[config.mk]
export PLATFORM = sky130hd
export DESIGN_NAME = tone_generator
export DESIGN_NICKNAME = d
export VERILOG_FILES = /design/src/rtl/tone_generator.sv
export SDC_FILE = /design/constraint.sdc
export NUM_CORES = 1
export LEC_CHECK = 0
export ABC_AREA = 1
export BUFFER_PORTS_ARGS = -buffer_cell sky130_fd_sc_hd__buf_2
export CORE_AREA = 4 4 76 78
export DETAILED_ROUTE_END_ITERATION = 8
export DIE_AREA = 0 0 80 82
export GPL_ROUTABILITY_DRIVEN = 0
export HOLD_SLACK_MARGIN = 0.15
export SETUP_SLACK_MARGIN = 0.3
export SYNTH_ARGS = -nofsm -noshare
export SYNTH_HDL_FRONTEND = slang
export SYNTH_SLANG_ARGS = --single-unit
[constraint.sdc]
create_clock -name clk -period 1.7 [get_ports clk]
set_clock_uncertainty 0.2 [all_clocks]
set_input_delay 0.17 -clock clk [delete_from_list [all_inputs] [get_ports clk]]
set_output_delay 0.17 -clock clk [all_outputs]
set_load 0.01 [all_outputs]
[src/rtl/tone_generator.sv]
// tone_generator: preset-driven square-wave speaker drive with rest and glitch-free preset updates
module tone_generator #(
  parameter int CNT_W = 8,
  parameter int PRE_W = 4
) (
  input  logic             clk,
  input  logic             rst_n,
  input  logic             en,
  input  logic [CNT_W-1:0] max_preset_in,
  input  logic [PRE_W-1:0] preset_8_in,
  output logic             spk_out,
  output logic             hp_done,
  output logic             resting
);
  typedef enum logic [1:0] {IDLE, RUN, REST} state_e;
  state_e           state_q, state_d;
  logic             spk_q, spk_d, hp_q, hp_d, rest_q, rest_d;
  logic [CNT_W-1:0] tone_q, tone_d, max_sh_q, max_sh_d;
  logic [PRE_W-1:0] pre_q, pre_d, pre_sh_q, pre_sh_d;
  logic             max_rest, tick, wrap, in_run, load;
  assign max_rest = &max_preset_in;
  assign tick     = pre_q == '0;
  assign wrap     = &tone_q;
  assign in_run   = state_q == RUN;
  assign load     = en && (!in_run || (tick && wrap));
  assign spk_out  = spk_q;
  assign hp_done  = hp_q;
  assign resting  = rest_q;
  // Next state: en=0 forces idle; entry, rest re-sampling and half-period boundaries all reload from the inputs
  always_comb begin
    state_d  = state_q;
    spk_d    = spk_q;
    hp_d     = 1'b0;
    rest_d   = rest_q;
    tone_d   = tone_q;
    pre_d    = pre_q;
    max_sh_d = max_sh_q;
    pre_sh_d = pre_sh_q;
    if (!en) begin
      state_d = IDLE;
      spk_d   = 1'b0;
      rest_d  = 1'b0;
    end else if (load) begin
      max_sh_d = max_preset_in;
      pre_sh_d = preset_8_in;
      tone_d   = max_preset_in;
      pre_d    = preset_8_in;
      state_d  = max_rest ? REST : RUN;
      rest_d   = max_rest;
      spk_d    = (in_run && !max_rest) ? ~spk_q : 1'b0;
      hp_d     = in_run && !max_rest;
    end else if (tick) begin
      tone_d = tone_q + 1'b1;
      pre_d  = pre_sh_q;
    end else begin
      pre_d = pre_q - 1'b1;
    end
  end
  // State register with synchronous active-low reset
  always_ff @(posedge clk) begin
    if (!rst_n) begin
      state_q  <= IDLE;
      spk_q    <= 1'b0;
      hp_q     <= 1'b0;
      rest_q   <= 1'b0;
      tone_q   <= '1;
      pre_q    <= '0;
      max_sh_q <= '1;
      pre_sh_q <= '0;
    end else begin
      state_q  <= state_d;
      spk_q    <= spk_d;
      hp_q     <= hp_d;
      rest_q   <= rest_d;
      tone_q   <= tone_d;
      pre_q    <= pre_d;
      max_sh_q <= max_sh_d;
      pre_sh_q <= pre_sh_d;
    end
  end
endmodule

-- After elaboration in Yosys (flattened, before gate mapping)
Index checks and enable logic that the tools add are counted.
- bitwise gates (word level): 1
- shift-type cells: 0
- equal/unequal tests: 1
- $lt $le $gt $ge: 0
- add/sub/neg operators: 2
- reduce and logical (&&, ||, !) cells: 14
- div/mod/pow operators: 0
- $mul: 0
- multiplexer cells: 6
- operators with widths (kind ; count):
    $mux 8 ; 2
    $reduce_and 8->1 ; 2
    $add 8x1->8 const B ; 1
    $mux 4 ; 2
    $reduce_and 2->1 ; 3
    $logic_not 4->1 ; 1
    $sub 4x1->4 const B ; 1
    $logic_and 1x1->1 ; 3
    $reduce_and 3->1 ; 1
    $eq 2x1->1 const B ; 1
    $logic_not 1->1 ; 2
    $mux 2 ; 1
    $reduce_bool 2->1 ; 1
    $logic_or 1x1->1 ; 1
    $mux 1 ; 1
    $not 1->1 ; 1
- input port bits: 15
- memories: 0
- bits in latches: 0
- bits in registers: 21
- memory bits (writable): 0
- ROM bits: 0

-- Longest topological paths before layout
Gate-level depths: netlist (run 1).
- depth in word-level cells: 6
- depth in mapped cells: 11
- depth with buffers taken out: 11

-- Worst setup path after synthesis (run 1)
Ideal clock, no wire load.
- path kind: flip-flop to flip-flop
- from: register pre_q[0]
- to: register pre_sh_q[3]
- data arrival time: 1.268 ns
- clock period less this slack: 1.600 ns
- setup slack: 0.100 ns
- cell stages (with the launch flop): 11
- setup time: 0.132 ns
- path through: dfxtp_1 > inv_1 > ha_1 > nand2_2 > nor2_4 > nand3_2 > nand2_4 > nand2_4 > buf_6 > nand2_1 > a21oi_1
- longest elaborated chain between the ends: 5
- RTL lines (what ; line ; RTL):
    start: declaration ; 19 ; logic [PRE_W-1:0] pre_q, pre_d, pre_sh_q, pre_sh_d;
    start signal: assignment ; 76 ; pre_q <= pre_d;
    $logic_not 4->1 ; 22 ; assign tick = pre_q == '0;
    $logic_and 1x1->1 ; 25 ; assign load = en && (!in_run || (tick && wrap));
    $logic_or 1x1->1 ; 25 ;
    $logic_and 1x1->1 ; 25 ;
    $reduce_and 2->1 (no line) ; -- ;
    end signal: assignment ; 78 ; pre_sh_q <= pre_sh_d;
    end: declaration ; 19 ;
Every way passes these cells.
A chain may end at the register's enable or synchronous reset.

-- Worst setup path in the final report (run 1)
- from: register tone_q[0]
- to: register pre_q[3]
- longest elaborated chain between the ends: 5
- RTL lines (what ; line ; RTL):
    start: declaration ; 18 ; logic [CNT_W-1:0] tone_q, tone_d, max_sh_q, max_sh_d;
    start signal: assignment ; 75 ; tone_q <= tone_d;
    $reduce_and 8->1 ; 23 ; assign wrap = &tone_q;
    $logic_and 1x1->1 ; 25 ;
    $logic_or 1x1->1 ; 25 ;
    $logic_and 1x1->1 ; 25 ;
    $mux 4 ; 43 ; end else if (load) begin
Every way passes these cells.

==> PnR_summary.wiki, run 1 <==
{| class="wikitable"
! Metric !! Value
|-
| Status || finished with violations
|-
| Violations in the final reports || hold timing
|-
| Pre-antenna DRT Iters || 4
|-
| Path class of the lowest-slack min-delay path || input pin to flip-flop
|-
| Worst path required time || approximately 1.7 ns
|-
| Comb power frac || 33.3%
|-
| Ratio of total power to cell area || between 700 and 800 nW/um^2
|-
| Slew at the pin closest to its max-slew limit || around 0.46 ns
|-
| Starting density of the core || between 20% and 30%
|-
| Post-synthesis register bit count || 20
|-
| Detailed Place HPWL || 2160 um
|-
| Core Region || between 5000 and 6000 sq um
|-
| Most crowded layer after global routing || met2
|-
| H-tree lvl count || 1
|-
| Worst rel slew slack || a little under 70%
|-
| Unique masters post-synth || 30
|-
| Count of routing violations after the opening detailed-route iteration || 91
|-
| Synthesized netlist cell count || between 150 and 200
|-
| Number of buffers added on ports || 17
|-
| Clock buffer count from CTS || 3
|-
| Vert. Die Dim || 82 um
|-
| Final Hold Fails || 2
|-
| Number of routed nets with antenna violations || 0
|-
| Maximum fanout along the worst path || 7
|-
| Worst setup SP type || flip-flop
|-
| Vias in the first global route || roughly 1100
|-
| Net switching fraction of the power || between 30% and 40%
|-
| Synthesized net count || 192
|-
| Setup repair after global routing missed its margin || yes
|-
| P_sw || between 0.4 and 0.5 mW
|-
| Number of maximum-capacitance constraint violations || 0
|-
| Setup Crit Path Kind || flip-flop to flip-flop
|-
| Area of the mapped netlist || 1230 sq um
|-
| Met2 track demand over resource in global routing || between 10% and 20%
|-
| Layout cell share with drive strength beyond 1 || between 30% and 40%
|-
| Final std cells w/o fill || approximately 290
|-
| Die span in x || ~80 um
|-
| Remaining global-route overflow || 0
|-
| Yosys Warn Count || 0
|-
| Number of nets at the end of the flow || ~230
|-
| Avg Cell Area, Syn || 7.01 sq um
|-
| Worst hold slack || -0.00827 ns
|-
| Number of design rule violations left after detail routing || 0
|-
| Initial antenna violation count || 0
|-
| Pins Over Slew Limit || 0
|-
| TritonCTS clock tree || built
|-
| Met1 layer usage reported by global route || roughly 12%
|-
| Final core utilization || 35.1%
|-
| Hold Buf Count CTS || 13
|-
| Pin count of the biggest net entering global routing || 19
|-
| Reported leakage power || about 0.79 nW
|-
| Total routed wirelength || 3050 um
|-
| Post-synthesis async set-or-reset flop share || 0%
|-
| EDFF count, synth || 0
|-
| Post-DR wirelength/cell || around 11 um
|-
| Endpoint class of the critical path || flip-flop
|-
| Sink Count || 20
|-
| Peak supply drop || approximately 0.37 mV
|-
| Max Root-Sink Buffers || 2
|-
| Vias || roughly 1200
|-
| Count of standard-cell rows || 26
|-
| Dpl cells || roughly 260
|-
| Data arrival time at the worst-slack endpoint || 1.61 ns
|-
| Timing-limited maximum frequency || slightly above 0.6 GHz
|-
| Clock root buffer || clkbuf_8
|-
| Clock insertion delay at the later pin of the skew report || 0.25 ns
|-
| Clock share of power || approximately 25%
|-
| Area growth from synthesis to layout || 45.1%
|-
| Final period utilization || roughly 95%
|-
| Int Power || between 0.8 and 0.9 mW
|-
| Shortest period the worst path allows || roughly 1.6 ns
|-
| Seq pwr share || 42.2%
|-
| Main synth FF type || dfxtp_1
|-
| Number of inserted diodes || 0
|-
| Sequential area share after synthesis || 32.7%
|-
| Most used cells in the layout excluding fill and tap cells || nand2_1, dfxtp_1, buf_2, inv_1
|-
| Setup slack on the worst flop-to-flop path || around 0.089 ns
|-
| Top-level I/O count || 18
|-
| Drt via density || 4.29
|-
| Most common cell after layout, fill and taps aside || nand2_1
|-
| Overall track demand over capacity in global routing || under 10%
|-
| First-pass GRT wire length || approximately 5000 um
|-
| Clock Pin Slew Worst Setup and Hold Paths || roughly 0.08 ns
|-
| Final count of negative-setup-slack endpoints || 0
|-
| Floorplan die area || ~6600 sq um
|-
| Met3 Track Usage GR || less than 1%
|}
[logic make-up after synthesis]
group           synth area share [%]
buf+inv                         10.6
compound gates                  10.3
fa+ha+maj                       2.04
simple gates                    41.5
flops                           32.7
xor+xnor                        2.86
[worst paths after layout]
path                            startpoint    endpoint  depth (start not counted)
worst max register to register   tone_q[0]    pre_q[3]                         10
worst min-delay path                 rst_n    pre_q[3]                          3
worst max-delay path             tone_q[0]    pre_q[3]                         10
worst min register to register  state_q[0]  state_q[0]                          2
[critical path, stage by stage (launching register included)]
cell,delay (ns)
dfxtp_4,0.37
ha_4,0.14
nand2_2,0.06
nor2_4,0.15
nand3_4,0.11
nand2_8,0.14
buf_8,0.14
nand3_4,0.07
nand3_2,0.08
nand2_1,0.05
inv_1,0.04
[per-layer routing]
layer | share of wire [%] | wire length, um | vias up
li1 | - | - | 646
met1 | 46 | 1410 | 553
met2 | 50 | 1510 | 22
met3 | 3.3 | 100 | 2
met4 | 0.72 | 22 | 0
met5 | 0 | 0 | -
[synthesized netlist by cell type (2+ instances only)]
library cell  number  area [sq um]
nand2_4            2          22.5
nand3_2            6          60.1
nand3b_1           6          45.0
inv_1             18          67.6
buf_4              2          15.0
dfxtp_1           20           400
a21oi_1           15          75.1
nor2_1            12          45.0
nor2_2             2          12.5
nand2_1           48           180
xor2_1             3          26.3
nand4_1            3          18.8
nand3_1           13          65.1
nand2_2            2          12.5
ha_1               2          25.0
inv_2              2          7.51
o21ai_0            6          30.0
[stage by stage]
stage	area, sq um	TNS, ns	setup WS, ns	total power, mW	hold WS, ns
after detailed placement	1430	0	0.0365	0.879	0.253
after CTS	1680	0	0.111	1.25	-0.0177
after global routing	1780	-0.00612	-0.00612	1.35	0.00365
final	1780	0	0.0886	1.27	-0.00827
after floorplan	1260	0	0.145	0.796	0.0676
after global placement	1430	0	0.0435	0.876	0.252
[flip-flops by register name, summed over array words and instances (netlist names)]
name / flops
hp_done: 1
pre_q: 4
pre_sh_q: 4
spk_out: 1
state_q: 2
tone_q: 8
[power groups by stage]
stage          combinational (mW)  clock (mW)  sequential, mW
2_1_floorplan               0.253           0           0.542
3_3_place_gp                0.330           0           0.546
3_5_place_dp                0.333           0           0.547
4_1_cts                     0.384       0.325           0.536
5_1_grt                     0.476       0.334           0.542
6_report                    0.423       0.311           0.537
[layout make-up]
cell class	count	area [sq um]
sequential	20	407
fill	548	3300
multi-input combinational	130	846
tap	70	87.6
timing repair buffer	42	320
clock buffer	3	41.3
inverter	20	77.6
[what timing repair did]
action	CTS	global route
pin swaps	13	10
cloned	0	1
setup buffers	5	0
setup endpoints to repair	20	20
hold endpoints to repair	17	4
resized for setup	11	22
(Power assumes the default switching activity.)
==> inputs of run 2 (changes only) <==
CELL_PAD_IN_SITES_DETAIL_PLACEMENT = 0   (was unset)
CELL_PAD_IN_SITES_GLOBAL_PLACEMENT = 1   (was unset)
PLACE_DENSITY_LB_ADDON = 0.1   (was unset)
REMOVE_ABC_BUFFERS = 1   (was unset)
==> run 2 against run 1 <==
  * The run still ends with hold timing left
  * Combinational power is 7.1% higher
  * Sequential share of layout area is 0.18 points lower
  * Register-to-register slack better by 0.03 ns
  * Sequential power hardly changed
  * Clock-buffer cell count is 1 higher
  * Clock power is 24% higher
  * Routed wire length is 23% higher
  * Highest routed layer unchanged
  * Flip-flop and latch count stayed put
==> PnR_summary.wiki, run 2 (synthesis gave the netlist of run 1 again) <==
{| class="wikitable"
! Metric !! Value
|-
| List of cells traversed by the critical path || inv_2, ha_4, nand2_4, nor2_4, buf_4, o21ai_4, buf_6, nor2_1, nand2_1, nand2_1
|-
| Library cell appearing most often on the critical path || nand2_1
|-
| Clock Pin Slew Worst Setup and Hold Paths || approximately 0.090 ns
|-
| Maximum fanout along the worst path || 6
|-
| Drt via density || 4.41
|-
| Reported leakage power || 0.824 nW
|-
| Data arrival time at the worst-slack endpoint || about 1.5 ns
|-
| Setup slack on the worst flop-to-flop path || roughly 0.12 ns
|-
| Slowest stage delay, CP || around 0.34 ns
|-
| Worst reg2reg startpoint || pre_q[0]
|-
| Net switching fraction of the power || roughly a third
|-
| Floorplan die area || approximately 6600 sq um
|-
| Flip-flop count of the largest register after layout || 8
|-
| Pre-antenna DRT Iters || 4
|-
| Most used cells in the layout excluding fill and tap cells || nand2_1, buf_2, dfxtp_1, inv_1
|-
| Count of cells along the worst register-to-register path || 10
|-
| Clock insertion delay at the later pin of the skew report || between 0.2 and 0.3 ns
|-
| Power Total || between 1 and 1.5 mW
|-
| Sink Count || 20
|-
| First-pass GRT wire length || 6150 um
|-
| Pins Over Slew Limit || 0
|-
| Ratio of total power to cell area || just under 800 nW/um^2
|-
| Slew at the pin closest to its max-slew limit || about 0.53 ns
|-
| Hold worst-path end || pre_q[3]
|-
| Placed cell area || around 1400 sq um
|-
| Setup Crit Path Kind || flip-flop to flip-flop
|-
| Die span in x || 80 um
|-
| Max Root-Sink Buffers || 2
|-
| H-tree lvl count || 1
|-
| Final Hold Fails || 2
|-
| Initial antenna violation count || 0
|-
| Number of cells traversed by the worst hold path || 3
|-
| Timing-limited maximum frequency || between 0.6 and 0.7 GHz
|-
| Core Region || just over 5000 sq um
|-
| Number of maximum-capacitance constraint violations || 0
|-
| Status || finished with violations
|-
| Clock root buffer || clkbuf_8
|-
| Final std cells w/o fill || ~290
|-
| Kind of cell with the highest combined delay on the critical path || buffers and inverters
|-
| Number of nets at the end of the flow || 239
|-
| P_sw || between 0.4 and 0.5 mW
|-
| Total routed wirelength || 3760 um
|-
| Clock buffer count from CTS || 3
|-
| Number of design rule violations left after detail routing || 0
|-
| Top-level I/O count || 18
|-
| Worst path required time || 1.66 ns
|-
| Register containing the most flip-flops in the final layout || tone_q
|-
| Seq pwr share || 39.0%
|-
| Worst rel slew slack || about two thirds
|-
| Starting density of the core || 24.2%
|-
| Comb power frac || 33.0%
|-
| Count of standard-cell rows || 26
|-
| Int Power || 0.929 mW
|-
| Destination of the worst register-to-register timing path || tone_q[0]
|-
| Final count of negative-setup-slack endpoints || 0
|-
| Detailed Place HPWL || 2520 um
|-
| Number of routed nets with antenna violations || 0
|-
| Vert. Die Dim || between 80 and 90 um
|-
| Setup repair after global routing missed its margin || yes
|-
| Number of buffers added on ports || 17
|-
| Worst hold slack || -0.0157 ns
|-
| Layout cell share with drive strength beyond 1 || between 30% and 40%
|-
| Endpoint class of the critical path || flip-flop
|-
| Most common cell after layout, fill and taps aside || nand2_1
|-
| Source of the worst hold timing path || rst_n
|-
| Pin count of the biggest net entering global routing || 16
|-
| Number of inserted diodes || 0
|-
| Remaining global-route overflow || 0
|-
| Dpl cells || about 270
|-
| Clock share of power || between 20% and 30%
|-
| Largest registers || tone_q: 8 flops, pre_q: 4 flops, pre_sh_q: 4 flops
|-
| Area growth from synthesis to layout || 45.8%
|-
| Final period utilization || between 90% and 100%
|-
| Overall track demand over capacity in global routing || 12.0%
|-
| Violations in the final reports || hold timing
|-
| Count of routing violations after the opening detailed-route iteration || 35
|-
| CP max-delay cell || dfxtp_2
|-
| Path class of the lowest-slack min-delay path || input pin to flip-flop
|-
| Vias in the first global route || between 1000 and 1500
|-
| Post-DR wirelength/cell || around 13 um
|-
| TritonCTS clock tree || built
|-
| Hold Buf Count CTS || 13
|-
| Area of all placed cells without fillers || around 1800 sq um
|-
| Fill cell total of the finished layout || 587
|-
| Shortest period the worst path allows || roughly 1.6 ns
|-
| Setup TNS || 0 ns
|-
| Peak supply drop || 0.338 mV
|-
| Vias || approximately 1300
|-
| Worst setup SP type || flip-flop
|-
| Number of buffers and inverters on the critical path || 3
|}
-- run 2: changes by cell type in the layout (fill, tap and decap cells not counted), sizes merged --
cell	previous run	this run
buf	29	35
clkbuf	3	4
dlygate4sd3	13	12
-- run 2: timing repair --
item | in CTS | in global routing
gates cloned | 1 | 1
gates resized for setup | 19 | 20
buffers inserted | 7 | 1
setup endpoints to repair | 20 | 20
pin swaps | 17 | 12
endpoints found under the hold margin | 17 | 5
-- run 2: worst min-delay path: cells and delay by family --
| family | cells | cell delay (ns) |
|---|---|---|
| buf+inv | 2 | 0.17 |
| simple gates | 1 | 0.07 |
-- run 2: how the worst max path moves through the flow --
stage | cells after the start | start | to | slack [ns]
global route | 11 | pre_q[0] | pre_q[1] | 0.01
CTS | 10 | pre_q[1] | tone_q[1] | 0.07
global placement | 10 | pre_q[0] | tone_q[7] | 0.01
detailed placement | 10 | pre_q[0] | tone_q[7] | 0.02
floorplan | 8 | pre_q[0] | tone_q[2] | -0.15
finish | 10 | pre_q[0] | tone_q[0] | 0.12
-- run 2: layout make-up --
cell class	count	area, sq um	area share (%)
Multi-Input combinational cell	130	798	44.6
Sequential cell	20	405	22.7
Timing Repair Buffer	47	367	20.5
Tap cell	70	87.6	4.90
Inverter	20	75.1	4.20
Clock buffer	4	55.1	3.08
-- run 2: power groups by stage --
stage | logic (mW) | clock network (mW) | registers (mW)
2_1_floorplan | 0.220 | 0 | 0.538
3_3_place_gp | 0.333 | 0 | 0.542
3_5_place_dp | 0.332 | 0 | 0.542
4_1_cts | 0.423 | 0.403 | 0.536
5_1_grt | 0.510 | 0.419 | 0.541
6_report | 0.453 | 0.385 | 0.536
-- run 2: layer usage --
layer	up-vias	part of all wire, %	global-route usage [%]
li1	661	-	-
met1	596	46	15.2
met2	21	49	21.2
met3	4	3.9	1.97
met4	0	1.0	2.53
met5	-	0	0
-- run 2: per-stage QoR --
| stage | util [%] | setup slack (ns) |
|---|---|---|
| final | 35.2 | 0.120 |
| after global routing | 35.2 | 0.0135 |
| after CTS | 34.0 | 0.0732 |
| after detailed placement | 27.8 | 0.0209 |
| after global placement | 27.8 | 0.0149 |
| after floorplan | - | -0.151 |
